## src/rtl/imm_ext_pkg.sv

```systemverilog
// Shared mode encoding, opcode constants and decode helper for the immediate extender.
package imm_ext_pkg;

    typedef enum logic [1:0] {
        MODE_SIGN   = 2'd0,
        MODE_ZERO   = 2'd1,
        MODE_UPPER  = 2'd2,
        MODE_BRANCH = 2'd3
    } imm_mode_e;

    localparam int unsigned OPC_BEQ  = 32'h04;
    localparam int unsigned OPC_BNE  = 32'h05;
    localparam int unsigned OPC_ANDI = 32'h0C;
    localparam int unsigned OPC_ORI  = 32'h0D;
    localparam int unsigned OPC_XORI = 32'h0E;
    localparam int unsigned OPC_LUI  = 32'h0F;

    function automatic imm_mode_e decode_mode(input int unsigned opc);
        imm_mode_e m;
        case (opc)
            OPC_ANDI, OPC_ORI, OPC_XORI: m = MODE_ZERO;
            OPC_LUI:                     m = MODE_UPPER;
            OPC_BEQ, OPC_BNE:            m = MODE_BRANCH;
            default:                     m = MODE_SIGN;
        endcase
        return m;
    endfunction

endpackage

```

## src/rtl/imm_ext_if.sv

```systemverilog
// Request/result handshake bundle for the immediate extension pipe.
interface imm_ext_if
    import imm_ext_pkg::*;
#(
    parameter int IMM_W  = 16,
    parameter int DATA_W = 32,
    parameter int OPC_W  = 6
) ();

    logic              in_valid;
    logic              in_ready;
    logic [OPC_W-1:0]  in_opcode;
    logic [IMM_W-1:0]  in_imm;
    logic              out_valid;
    logic              out_ready;
    logic [DATA_W-1:0] out_imm;
    imm_mode_e         out_mode;

    modport master (
        output in_valid, in_opcode, in_imm, out_ready,
        input  in_ready, out_valid, out_imm, out_mode
    );

    modport slave (
        input  in_valid, in_opcode, in_imm, out_ready,
        output in_ready, out_valid, out_imm, out_mode
    );

endinterface

```

## src/rtl/imm_ext_core.sv

```systemverilog
// Combinational opcode decode and immediate extension.
module imm_ext_core
    import imm_ext_pkg::*;
#(
    parameter int IMM_W  = 16,
    parameter int DATA_W = 32,
    parameter int OPC_W  = 6
) (
    input  logic [OPC_W-1:0]  in_opcode,
    input  logic [IMM_W-1:0]  in_imm,
    output imm_mode_e         mode,
    output logic [DATA_W-1:0] result
);

    logic [DATA_W-1:0] sext;

    assign sext = {{(DATA_W-IMM_W){in_imm[IMM_W-1]}}, in_imm};
    assign mode = decode_mode(32'(in_opcode));

    always_comb begin
        result = sext;
        case (mode)
            MODE_ZERO:   result = {{(DATA_W-IMM_W){1'b0}}, in_imm};
            MODE_UPPER:  result = {in_imm, {(DATA_W-IMM_W){1'b0}}};
            // Word offset: top two sign bits fall off the end.
            MODE_BRANCH: result = sext << 2;
            default:     result = sext;
        endcase
    end

endmodule

```

## src/rtl/imm_ext_pipe.sv

```systemverilog
// Latency-1 immediate extender with an output register plus one skid entry.
module imm_ext_pipe
    import imm_ext_pkg::*;
#(
    parameter int IMM_W  = 16,
    parameter int DATA_W = 32,
    parameter int OPC_W  = 6
) (
    input  logic     clk,
    input  logic     rst_n,
    input  logic     flush,
    imm_ext_if.slave bus
);

    logic              out_vld;
    logic              skid_vld;
    logic              rdy;
    logic [DATA_W-1:0] out_q;
    logic [DATA_W-1:0] skid_q;
    imm_mode_e         out_m;
    imm_mode_e         skid_m;
    logic [DATA_W-1:0] core_imm;
    imm_mode_e         core_mode;
    logic              accept;
    logic              drain;

    imm_ext_core #(
        .IMM_W (IMM_W),
        .DATA_W(DATA_W),
        .OPC_W (OPC_W)
    ) u_core (
        .in_opcode(bus.in_opcode),
        .in_imm   (bus.in_imm),
        .mode     (core_mode),
        .result   (core_imm)
    );

    assign accept = bus.in_valid && rdy && !flush;
    assign drain  = out_vld && bus.out_ready;

    // rdy tracks !skid_vld but is held low through reset.
    always_ff @(posedge clk) begin
        if (!rst_n) begin
            out_vld  <= 1'b0;
            skid_vld <= 1'b0;
            rdy      <= 1'b0;
            out_q    <= '0;
            skid_q   <= '0;
            out_m    <= MODE_SIGN;
            skid_m   <= MODE_SIGN;
        end else if (flush) begin
            out_vld  <= 1'b0;
            skid_vld <= 1'b0;
            rdy      <= 1'b1;
        end else if (skid_vld) begin
            rdy <= drain;
            if (drain) begin
                out_q    <= skid_q;
                out_m    <= skid_m;
                skid_vld <= 1'b0;
            end
        end else if (accept) begin
            if (!out_vld || bus.out_ready) begin
                out_q   <= core_imm;
                out_m   <= core_mode;
                out_vld <= 1'b1;
                rdy     <= 1'b1;
            end else begin
                skid_q   <= core_imm;
                skid_m   <= core_mode;
                skid_vld <= 1'b1;
                rdy      <= 1'b0;
            end
        end else begin
            rdy <= 1'b1;
            if (drain) out_vld <= 1'b0;
        end
    end

    assign bus.in_ready  = rdy;
    assign bus.out_valid = out_vld;
    assign bus.out_imm   = out_q;
    assign bus.out_mode  = out_m;

endmodule

```

## src/flat_wrapper.sv

```systemverilog
// flat-port wrapper written by rule: the top's interface ports become plain ports
module imm_ext_pipe_flat import imm_ext_pkg::*;
#(
    parameter int IMM_W  = 16,
    parameter int DATA_W = 32,
    parameter int OPC_W  = 6
)
  (clk, rst_n, flush, bus_in_valid, bus_in_opcode, bus_in_imm, bus_out_ready, bus_in_ready, bus_out_valid, bus_out_imm, bus_out_mode);
  imm_ext_if #(.IMM_W(IMM_W), .DATA_W(DATA_W), .OPC_W(OPC_W)) bus_i ();
  input  logic clk;
  input  logic rst_n;
  input  logic flush;
  input wire logic [$bits(bus_i.in_valid)-1:0] bus_in_valid;
  input wire logic [$bits(bus_i.in_opcode)-1:0] bus_in_opcode;
  input wire logic [$bits(bus_i.in_imm)-1:0] bus_in_imm;
  input wire logic [$bits(bus_i.out_ready)-1:0] bus_out_ready;
  output wire logic [$bits(bus_i.in_ready)-1:0] bus_in_ready;
  output wire logic [$bits(bus_i.out_valid)-1:0] bus_out_valid;
  output wire logic [$bits(bus_i.out_imm)-1:0] bus_out_imm;
  output wire logic [$bits(bus_i.out_mode)-1:0] bus_out_mode;
  assign bus_i.in_valid = bus_in_valid;
  assign bus_i.in_opcode = bus_in_opcode;
  assign bus_i.in_imm = bus_in_imm;
  assign bus_i.out_ready = bus_out_ready;
  assign bus_in_ready = bus_i.in_ready;
  assign bus_out_valid = bus_i.out_valid;
  assign bus_out_imm = bus_i.out_imm;
  assign bus_out_mode = bus_i.out_mode;
  imm_ext_pipe #(.IMM_W(IMM_W), .DATA_W(DATA_W), .OPC_W(OPC_W)) u_core (.clk(clk), .rst_n(rst_n), .flush(flush), .bus(bus_i));
endmodule
```

## config.mk

```make
export PLATFORM = sky130hd
export DESIGN_NAME = imm_ext_pipe_flat
export DESIGN_NICKNAME = d
export VERILOG_FILES = /design/src/rtl/imm_ext_pkg.sv /design/src/rtl/imm_ext_if.sv /design/src/rtl/imm_ext_core.sv /design/src/rtl/imm_ext_pipe.sv /design/src/flat_wrapper.sv
export SDC_FILE = /design/constraint.sdc
export NUM_CORES = 1
export LEC_CHECK = 0
export ABC_AREA = 1
export CELL_PAD_IN_SITES_DETAIL_PLACEMENT = 1
export CELL_PAD_IN_SITES_GLOBAL_PLACEMENT = 1
export CORE_UTILIZATION = 44
export DETAILED_ROUTE_END_ITERATION = 7
export DONT_BUFFER_PORTS = 1
export GPL_ROUTABILITY_DRIVEN = 1
export PLACE_DENSITY = 0.83
export SLEW_MARGIN = 20
export SYNTH_ARGS = -nofsm -noshare
export SYNTH_HDL_FRONTEND = slang
export SYNTH_SLANG_ARGS = --single-unit
```

## constraint.sdc

```tcl
create_clock -name clk -period 1.43 [get_ports clk]
set_input_delay 0.286 -clock clk [delete_from_list [all_inputs] [get_ports clk]]
set_output_delay 0.286 -clock clk [all_outputs]
set_load 0.01 [all_outputs]
```

* Word level (Yosys, flattened, before mapping)
Index checks and enable logic that the tools add are counted.
Operators by class: eq/ne operators 11, multiplexer cells 21, bitwise logic cells 4, reduce and logical (&&, ||, !) cells 15
Operators with widths (number):
- 32-bit two-way mux | 4
- 32-bit case mux with 3 select lines | 1
- 6-bit by 4-bit == test with 1-bit output, second input constant | 4
- 6-bit by 3-bit == test with 1-bit output, second input constant | 2
- 1-bit two-way mux | 11
- 2-bit two-way mux | 4
- 4-bit AND reduction | 2
- 2-bit case mux with 3 select lines | 1
- 2-bit nonzero test | 3
- 2-bit == test, second input constant | 2
- 2-bit inequality test, second input constant | 2
- 1-bit NOT | 4
- 2-bit OR reduction | 2
- 1-bit logical AND | 3
- 3-bit AND reduction | 1
- 3-bit OR reduction | 1
- 2-bit by 1-bit == test with 1-bit output, second input constant | 1
- 1-bit zero test | 2
- 1-bit logical OR | 1
Word-level totals: register bits 71, output and inout bits 36

* Logic depth before layout (Yosys ltp)
depth in word-level cells 8, gate-level depth with buffers 9

* Cells and area by module
From an unflattened synthesis, not the netlist that was laid out.
Second synthesis, totals: cells, all modules 541, area total of the unflattened synthesis 3743.6 um2
Modules (own cells, without submodules):
- imm_ext_pipe | instances 1, cells each 439, area each 3220.6 um2, sequential area each 1421.4 um2
- imm_ext_core | instances 1, cells each 102, area each 523.0 um2, sequential area each 0.0 um2

* Worst setup path before layout
Ideal clock, no wire load.
kind register to register, from register u_core.out_vld (netlist: u_core.bus.out_valid), to register u_core.out_m[0] (netlist: u_core.bus.out_mode[0]), arrival 1.180 ns, setup slack 0.136 ns, cell stages (with the launch flop) 9, path buffers 1, cells stage by stage dfxtp_1 inv_2 o21ai_4 nand2_4 inv_2 buf_6 nand2_1 nor2_1 nor2_1
Between the ends: longest elaborated chain between the ends 4
Ends and longest elaborated chain:
- start: declaration | RTL line imm_ext_pipe.sv:15 | logic out_vld;
- start signal: assignment | RTL line imm_ext_pipe.sv:44 | out_vld <= 1'b0;
- start signal: assignment | RTL line imm_ext_pipe.sv:52 | out_vld <= 1'b0;
- start signal: assignment | RTL line imm_ext_pipe.sv:66 | out_vld <= 1'b1;
- 1-bit zero test | RTL line imm_ext_pipe.sv:63 | if (!out_vld || bus.out_ready) begin
- 1-bit logical OR | RTL line imm_ext_pipe.sv:63
- 2-bit nonzero test (no line)
- 4-bit AND reduction (no line) *
- end signal: assignment | RTL line imm_ext_pipe.sv:59 | out_m <= skid_m;
- end signal: assignment | RTL line imm_ext_pipe.sv:65 | out_m <= core_mode;
- end: declaration | RTL line imm_ext_pipe.sv:20 | imm_mode_e out_m;
Mark *: on every way between the ends. The rest lies on a longest branch, timed or not. A chain may end at the register's enable or synchronous reset.

* Worst setup path after layout
from register u_core.out_vld (netlist: u_core.bus.out_valid), to register u_core.out_q[25] (netlist: u_core.bus.out_imm[25])
Between the ends: longest elaborated chain between the ends 4
Ends and longest elaborated chain:
- 1-bit zero test | RTL line imm_ext_pipe.sv:63
- 1-bit logical OR | RTL line imm_ext_pipe.sv:63
- 2-bit nonzero test (no line)
- 4-bit AND reduction (no line) *
- end signal: assignment | RTL line imm_ext_pipe.sv:58 | out_q <= skid_q;
- end signal: assignment | RTL line imm_ext_pipe.sv:64 | out_q <= core_imm;
- end: declaration | RTL line imm_ext_pipe.sv:18 | logic [DATA_W-1:0] out_q;
Marked as above.

==> flow_summary_export.csv <==
group,metric,value,unit
yosys,synth_top_area_cell,"dfxtp_1",
outcome,status,"finished, final reports clean",
floorplanning,die_h,93.0,um
clock_tree,clockBufferDepth,2,
floorplanning,start_util,46.2,%
floorplanning,die_w,93.0,um
worst_setup_path,required,1.67,ns
worst_setup_path,crit_arrival,1.59,ns
global_route,grt_pass1_wl,18.3,mm
yosys,synth_cell_types,24,
final_layout,syn_to_final_growth,13.4,%
global_route,grt_max_degree,52,
final_layout,drive_gt1_share,10.9,%
yosys,synth-xor-area-share,0,%
route,num_vias,3576,
yosys,syn_avg_cell_area,6.70,um^2
global_route,grt_pass1_vias,3749,
clock_tree,numClockSinks,71,
timing,final_hold_viol_count,0,
yosys,synth_compound_area_share,18.0,%
floorplanning,io-pin-count,63,
yosys,syn_area,3650,um^2
clock_tree,clkLatencyLatePin,0.35,ns
route,drt_iter0_markers,106,
floorplanning,die_area,8660,um^2
route,via_per_inst,5.47,
yosys,synth_top_family_by_area,"simple AND/OR/NAND/NOR gates",
worst_setup_path,critPathKind,"reg2reg",
route,drt-total-wl,10.9,mm
yosys,syn_nets,571,
timing,grt_setup_unrepaired,"yes",
worst_setup_path,start_kind,"flop",
placed_design,routabilityCongestion,0.822,
timing,hold_ws,0.0629,ns
placed_design,placement.io_buffers,0,
yosys,synthCells,544,
timing,tightest_slew,0.535,ns
yosys,synthAdderAreaFrac,0,%
floorplanning,rows,32,
timing,slew_headroom,64.3,%
pwr,p_per_area,1160,nW/um^2
yosys,synth_area_leaders,"dfxtp_1, nand2_1, nor2_1",
global_route,grt_overflow,0,
worst_hold_path,whs_path_depth,2,
timing,fin_crit_sh,94.7,%
timing,fmax,738,MHz
yosys,ys.warnings.count,0,
global_route,antenna_found_initial,0,
route,wire_per_inst,16.7,um
yosys,synth.top_cell.area_share,39.0,%
pwr,ir_worst_vdd,0.647,mV
timing,post-route-min-period,1.35,ns
final_layout,nets,574,
timing,fin_skew,0.00853,ns
global_route,track_usage,27.1,%
yosys,ys_seq_elements,71,
timing,finalSetupTns,0,ns
yosys,yosysSeqAreaShare,39.0,%
yosys,synth_mux_area_share,0,%
pwr,p_leak,2.16,nW
yosys,yosys.area_share.simple,31.3,%
worst_setup_path,r2r_cells,7,
clock_tree,cts-htree-levels,3,
timing,setup_violations,0,
timing,slew_viol_final,0,
placed_design,dpl.hpwl,7.59,mm
clock_tree,root_buffer,"clkbuf_8",
route,drc,0,
final_layout,diodes,0,
worst_hold_path,min_path_type,"in2reg",
route,dr.pass1.iters,5,
route,antenna_left,0,
floorplanning,coreArea,7890,um^2
flow_run,drv_cap,0,
clock_tree,cts_tree,"yes",
worst_setup_path,cp_max_fo,5,
worst_setup_path,cp-end-kind,"flop",
clock_tree,numCtsBuffers,9,
clock_tree,path_clk_slew,0.08,ns
## kinds of logic after synthesis
| kind of cell | after synthesis |
|---|---|
| simple gates | 266 |
| flops | 71 |
| buf+inv | 97 |
| compound gates | 110 |
## critical path, cell delays in order (launching register included)
cell     delay, ns
dfxtp_1       0.33
inv_2         0.11
nor2_4        0.05
o21ai_4       0.23
buf_4         0.17
nand3_1       0.06
a21oi_1       0.21
nor2_1        0.09
## cells in the mapped netlist, drive strengths merged
| library cell | count |
|---|---|
| a21oi | 38 |
| buf | 26 |
| nand2 | 126 |
| clkinv | 1 |
| nand3 | 51 |
| nand4 | 16 |
| o21bai | 17 |
| inv | 59 |
| nor2 | 73 |
| o21a | 17 |
| dfxtp | 71 |
| clkbuf | 11 |
| o21ai | 38 |
## stage by stage
step	setup WS, ns	util, %	std cells	cell area (um^2)	power (W)
2_1_floorplan	0.136	-	544	3650	0.00239
3_3_place_gp	0.107	48.4	636	3810	0.00245
3_5_place_dp	0.0192	48.4	636	3810	0.00247
4_1_cts	0.0278	52.3	654	4130	0.00482
5_1_grt	-0.00696	52.4	654	4140	0.00494
6_report	0.0757	52.4	654	4140	0.00479
## per-layer routing
layer	wire length, um	global-route usage (%)	part of all wire [%]	up-vias
li1	-	-	-	1747
met1	4740	31.2	43	1746
met2	5470	48.8	50	66
met3	527	6.10	4.8	17
met4	184	10.0	1.7	0
met5	0	0	0	-
## worst paths after layout
kind                                     start                                   to  slack (ns)
max          u_core.bus.out_valid$_SDFFE_PP0P_  u_core.bus.out_imm[25]$_SDFFE_PN0P_        0.08
min                                      rst_n       u_core.skid_q[18]$_SDFFE_PN0P_        0.06
max reg2reg  u_core.bus.out_valid$_SDFFE_PP0P_  u_core.bus.out_imm[25]$_SDFFE_PN0P_        0.08
min reg2reg      u_core.skid_m[1]$_SDFFE_PN0P_        u_core.skid_m[1]$_SDFFE_PN0P_        0.49
## flip-flops by register name (all words and copies together), names as in the netlist
name and count:
u_core.skid_vld 1, u_core.skid_m 2, u_core.bus.out_valid 1, u_core.skid_q 32, u_core.bus.out_mode 2, u_core.bus.out_imm 32
u_core.bus.in_ready 1
## repair_timing
| action | in CTS | in global routing |
|---|---|---|
| pin swaps | 1 | 1 |
| setup endpoints to repair | 4 | 17 |
| hold buffers | 0 | 0 |
| gates resized for setup | 1 | 4 |
| endpoints found under the hold margin | 0 | 0 |
| setup buffers | 2 | 0 |
## area by class of cell
type                            instances  area (um^2)
Timing Repair Buffer                   29          263
Tap cell                              102          128
Multi-Input combinational cell        376         1800
Inverter                               60          228
Clock inverter                          6          155
Fill cell                            1072         3750
Sequential cell                        71         1420
Clock buffer                           10          138
## cell usage in the layout (no fill, tap or decap), types with 3 or more instances in the layout
master / netlist / layout
buf_4: 6 / 24
o21ai_1: 13 / 14
nand4_1: 16 / 16
dfxtp_1: 71 / 71
clkbuf_8: 0 / 10
inv_2: 5 / 4
nand2_1: 124 / 124
o21a_1: 17 / 17
nor2_4: 3 / 3
o21bai_1: 17 / 17
o21ai_0: 23 / 22
nor2_1: 69 / 69
buf_12: 0 / 3
bufinv_16: 0 / 5
inv_1: 54 / 54
nand3_1: 50 / 50
a21oi_1: 38 / 37
## report_power, final
| group | internal, W | switching, W |
|---|---|---|
| logic | 0.000127 | 0.000217 |
| registers | 0.00203 | 0.0000586 |
| clock network | 0.00156 | 0.000806 |
(Power assumes the default switching activity.)
